--- src/rtl/lsu.sv ---
// lsu: single-outstanding load/store unit bridging a request/response handshake to a
// synchronous word memory, with lane steering, store strobes and load extension.
module lsu (
  input  logic        i_clk,
  input  logic        i_rst_n,
  input  logic        i_in_valid,
  output logic        o_in_ready,
  input  logic        i_in_wen,
  input  logic [1:0]  i_in_size,
  input  logic        i_in_unsigned,
  input  logic [31:0] i_in_addr,
  input  logic [31:0] i_in_wdata,
  output logic        o_out_valid,
  input  logic        i_out_ready,
  output logic [31:0] o_out_rdata,
  output logic        o_out_err,
  output logic        o_mem_en,
  output logic        o_mem_wr,
  output logic [31:0] o_mem_addr,
  output logic [31:0] o_mem_wdata,
  output logic [3:0]  o_mem_wstrb,
  input  logic [31:0] i_mem_rdata
);
  typedef enum logic [1:0] {IDLE, ACCESS, WAIT, RESP} state_t;
  state_t      r_state;
  logic        r_in_ready, r_out_valid, r_out_err, r_mem_en, r_mem_wr;
  logic        r_wen, r_uns;
  logic [1:0]  r_size, r_off;
  logic [31:0] r_out_rdata, r_mem_addr, r_mem_wdata;
  logic [3:0]  r_mem_wstrb;
  logic        w_err;
  logic [3:0]  w_strb;
  logic [31:0] w_wdata, w_shift, w_ext;
  assign w_err = (i_in_size == 2'd3) || (i_in_size == 2'd1 && i_in_addr[0]) ||
                 (i_in_size == 2'd2 && i_in_addr[1:0] != 2'd0);
  assign w_strb = (i_in_size == 2'd0) ? 4'b0001 << i_in_addr[1:0] :
                  (i_in_size == 2'd1) ? 4'b0011 << i_in_addr[1:0] : 4'hF;
  assign w_wdata = (i_in_size == 2'd0) ? {4{i_in_wdata[7:0]}} :
                   (i_in_size == 2'd1) ? {2{i_in_wdata[15:0]}} : i_in_wdata;
  // read word arrives one cycle after the enable, i.e. while in WAIT
  assign w_shift = i_mem_rdata >> {r_off, 3'b000};
  assign w_ext = (r_size == 2'd0) ? {{24{~r_uns & w_shift[7]}}, w_shift[7:0]} :
                 (r_size == 2'd1) ? {{16{~r_uns & w_shift[15]}}, w_shift[15:0]} : w_shift;
  always_ff @(posedge i_clk or negedge i_rst_n) begin
    if (!i_rst_n) begin
      r_state     <= IDLE;
      r_in_ready  <= 1'b1;
      r_out_valid <= 1'b0;
      r_out_err   <= 1'b0;
      r_out_rdata <= '0;
      r_mem_en    <= 1'b0;
      r_mem_wr    <= 1'b0;
      r_mem_wstrb <= '0;
      r_mem_addr  <= '0;
      r_mem_wdata <= '0;
      r_wen       <= 1'b0;
      r_uns       <= 1'b0;
      r_size      <= '0;
      r_off       <= '0;
    end else begin
      case (r_state)
        IDLE: if (i_in_valid) begin
          r_wen      <= i_in_wen;
          r_uns      <= i_in_unsigned;
          r_size     <= i_in_size;
          r_off      <= i_in_addr[1:0];
          r_in_ready <= 1'b0;
          if (w_err) begin
            r_state     <= RESP;
            r_out_valid <= 1'b1;
            r_out_err   <= 1'b1;
            r_out_rdata <= '0;
          end else begin
            r_state     <= ACCESS;
            r_mem_en    <= 1'b1;
            r_mem_wr    <= i_in_wen;
            r_mem_wstrb <= i_in_wen ? w_strb : 4'h0;
            r_mem_addr  <= {i_in_addr[31:2], 2'b00};
            r_mem_wdata <= w_wdata;
          end
        end
        ACCESS: begin
          r_state     <= WAIT;
          r_mem_en    <= 1'b0;
          r_mem_wr    <= 1'b0;
          r_mem_wstrb <= '0;
        end
        WAIT: begin
          r_state     <= RESP;
          r_out_valid <= 1'b1;
          r_out_err   <= 1'b0;
          r_out_rdata <= r_wen ? 32'd0 : w_ext;
        end
        RESP: if (i_out_ready) begin
          r_state     <= IDLE;
          r_out_valid <= 1'b0;
          r_in_ready  <= 1'b1;
        end
        default: r_state <= IDLE;
      endcase
    end
  end
  assign o_in_ready  = r_in_ready;
  assign o_out_valid = r_out_valid;
  assign o_out_rdata = r_out_rdata;
  assign o_out_err   = r_out_err;
  assign o_mem_en    = r_mem_en;
  assign o_mem_wr    = r_mem_wr;
  assign o_mem_addr  = r_mem_addr;
  assign o_mem_wdata = r_mem_wdata;
  assign o_mem_wstrb = r_mem_wstrb;
endmodule
--- config.mk ---
export PLATFORM = sky130hd
export DESIGN_NAME = lsu
export DESIGN_NICKNAME = d
export VERILOG_FILES = /design/src/rtl/lsu.sv
export SDC_FILE = /design/constraint.sdc
export NUM_CORES = 1
export LEC_CHECK = 0
export BUFFER_PORTS_ARGS = -buffer_cell sky130_fd_sc_hd__buf_2
export CAP_MARGIN = 40
export CORE_UTILIZATION = 47
export DETAILED_ROUTE_END_ITERATION = 7
export PLACE_DENSITY = 0.87
export SYNTH_ARGS = -nofsm -noshare
export SYNTH_HDL_FRONTEND = slang
export SYNTH_SLANG_ARGS = --single-unit
--- constraint.sdc ---
create_clock -name i_clk -period 2.4 [get_ports i_clk]
set_input_delay 0.12 -clock i_clk [delete_from_list [all_inputs] [get_ports i_clk]]
set_output_delay 0.12 -clock i_clk [all_outputs]
set_load 0.005 [all_outputs]
==> flow_summary.toml <==
[outcome]
status = "completed"

[floorplanning]
ios = 209
die_h_um = 108.8
fp.dieArea_mm2 = 0.01183
coreArea_mm2 = 0.01098
die_w_um = 108.8
row_count = 38
start_util_pct = 48.78

[sta]
worst_pin_slew_ns = 0.5694
setup_viol = 0
rsz0062_at_grt = "no"
max_freq_ghz = 0.5161
finalHoldViolCount = 0
finalClockSkew_ns = 0.006823
min_period_ns = 1.938
tns_ns = 0
min_period_over_period_pct = 80.74
finalWorstSetupSlack_ns = 0.4623
maxSlewViolCount = 0
relSlewSlack_pct = 61.96

[synth]
synth_warnings = 0
synth_top_area_share_pct = 51.38
ys_ff_latch = 111
syn_area_mm2 = 0.005358
synth_edf_count = 0
synth_top_cells_by_area = "dfrtp_1 51%, nand2_1 13%, mux2i_1 7.1%"
yosysMostFrequentCell = "nand2_1"
yosys.area.top_type = "dfrtp_1"
synthFlopType = "dfrtp_1"
synth.distinct_cells = 44
yosysSeqAreaShare_pct = 51.87
syn_area_per_cell_um2 = 9.350
synth_commonest_cells = "192 x nand2_1, 110 x dfrtp_1, 43 x o21ai_1"
netlist_instances = 573
async_reset_ff_share_pct = 100.0

[critical_path]
crit_fanout = 38
cp-start-kind = "register"
crit_type = "register to register"
cp_slowest_stage_delay_ns = 0.38
rrSetupSlack_ns = 0.46
reg2reg_to = "o_out_rdata[22]$_DFFE_PN0P_"
crit_start = "r_state[0]$_DFFE_PN0P_"
cp_slowest_cell = "dfrtp_1"
crit_path_end_kind = "register"
r2r-start = "r_state[0]$_DFFE_PN0P_"
rr_worst_depth = 7
crit_chain = "inv_1 > ha_1 > buf_4 > nand2b_1 > a32o_1 > buf_12 > a22o_1"
arrival_ns = 2.16
critPathRequiredTime_ns = 2.62

[worst_hold_path]
hp-class = "input port to register"
min_to = "r_uns$_DFFE_PN0P_"
min-delay-start = "i_in_unsigned"
whs_path_depth = 2

[power]
power.density_mw_per_mm2 = 1155
cellLeakagePower_nw = 3.832
power_w = 0.008273
ir_drop_mv = 0.7083

[clock_network]
clockRootBuffer = "clkbuf_16"
clock_latency_ns = 0.33
cts_buffers = 9
clockBufferDepth = 2
cts_num_sinks = 111
htree_levels = 3
path_clk_slew_ns = 0.08
cts_tree = "done"

[finish]
finalInstanceArea_mm2 = 0.007166
nets = 912
synthToLayoutAreaGrowth_pct = 33.75
n_antenna_cell = 0
drive_above_1_share_pct = 32.21

[routing]
highest_layer = "met4"
drc = 0
met1_length_um = 6271
dr.pass1.iters = 5
drt_iter0_markers = 307
vias = 5042
vias_per_cell = 5.341
met2_length_um = 7280
dr_wl_met3_um = 1089
totalWireLength_um = 15010
wl_per_cell_um = 15.90
ant_nets = 0

[placement]
placed_area_mm2 = 0.006551
gp_congestion = 0.9265
port_buffers = 206
post-place-ws_ns = 0.4949
hpwl_um = 10770

[global_route]
antenna_found_initial = 0
grt_pass1_wl_um = 23450
grt_max_degree = 67
grt.total_usage_pct = 25.59
grt-ovfl-total = 0
grt_pass1_vias = 4845

[job]
drv_cap = 0
[stage by stage]
| stage | instances | util (%) | hold slack (ns) |
|---|---|---|---|
| 2_1_floorplan | 574 | - | -0.1756 |
| 3_3_place_gp | 897 | 59.65 | -0.06144 |
| 3_5_place_dp | 897 | 59.65 | -0.06204 |
| 4_1_cts | 944 | 65.24 | 0.03350 |
| 5_1_grt | 944 | 65.24 | 0.03302 |
| 6_report | 944 | 65.24 | 0.03526 |
[critical path, delay by kind of cell (launching register included)]
family | cells | cell delay, ns
adder cells (fa/ha/maj) | 1 | 0.25
buffers and inverters | 3 | 0.49
AO/OA/AOI/OAI | 2 | 0.55
AND/OR/NAND/NOR | 1 | 0.14
flip-flops | 1 | 0.38
[final cells by class]
type                            instances  area [µm²]
Fill cell                             870        3817
Timing Repair Buffer                  253        1514
Sequential cell                       111        2779
Clock inverter                          6       75.07
Multi-Input combinational cell        416        2364
Clock buffer                           10       229.0
Inverter                                8       30.03
Tap cell                              140       175.2
[cells by family after synthesis]
| kind of cell | synth area share [%] |
|---|---|
| other cells | 0.06999 |
| simple gates | 18.26 |
| mux | 9.972 |
| flops | 51.87 |
| compound gates | 13.64 |
| fa+ha+maj | 2.102 |
| buf+inv | 4.087 |
[layer usage]
metal / global-route usage (%) / up-vias
met5: 0 / -
met1: 32.46 / 2392
met3: 4.782 / 33
met4: 10.33 / 0
met2: 43.08 / 235
li1: - / 2382
[worst max path at each step]
stage | endpoint | slack (ns) | depth (start not counted)
floorplan | o_out_rdata[17]$_DFFE_PN0P_ | 0.56 | 8
global placement | o_out_rdata[24]$_DFFE_PN0P_ | 0.58 | 7
detailed placement | o_out_rdata[22]$_DFFE_PN0P_ | 0.49 | 7
CTS | o_out_rdata[22]$_DFFE_PN0P_ | 0.47 | 7
global route | o_out_rdata[22]$_DFFE_PN0P_ | 0.37 | 7
finish | o_out_rdata[22]$_DFFE_PN0P_ | 0.46 | 7
[layout by cell type, fill, tap and decap left out, drive strengths merged]
master,instances
a211oi,2
a21o,1
a21oi,17
a221oi,10
a22o,16
a2bb2oi,1
a311o,1
a31oi,2
a32o,2
a32oi,1
and3,1
and3b,1
buf,222
bufinv,1
clkbuf,10
clkinvlp,1
conb,2
dfrtp,110
dfstp,1
dlygate4sd3,31
ha,9
inv,12
mux2,13
mux2i,38
nand2,192
nand2b,4
nand3,13
nand4,1
nor2,19
nor2b,7
nor3,1
o21ai,55
o21ba,1
o21bai,1
o2bb2ai,2
o41ai,1
or2,2
[sequential cells by signal (all words and copies together), names as in the netlist]
| name | flops |
|---|---|
| o_out_valid | 1 |
| r_off | 2 |
| o_mem_wstrb | 4 |
| o_mem_wr | 1 |
| o_mem_en | 1 |
| r_uns | 1 |
| r_state | 2 |
| r_wen | 1 |
| o_mem_wdata | 32 |
| r_size | 2 |
| o_in_ready | 1 |
| o_out_err | 1 |
| o_out_rdata | 32 |
| o_mem_addr | 30 |
[repair_timing]
action	in CTS	in global routing
hold buffers	31	0
endpoints found under the hold margin	140	0
resized for setup	0	0
setup buffers	0	0
[power breakdown]
| part | leakage, nW | internal [W] | total, W | switching, W |
|---|---|---|---|---|
| registers | 1.41 | 0.00270 | 0.00321 | 0.000508 |
| clock network | 0.146 | 0.000830 | 0.00154 | 0.000705 |
| logic | 2.28 | 0.00163 | 0.00353 | 0.00191 |
(Power assumes the default switching activity.)
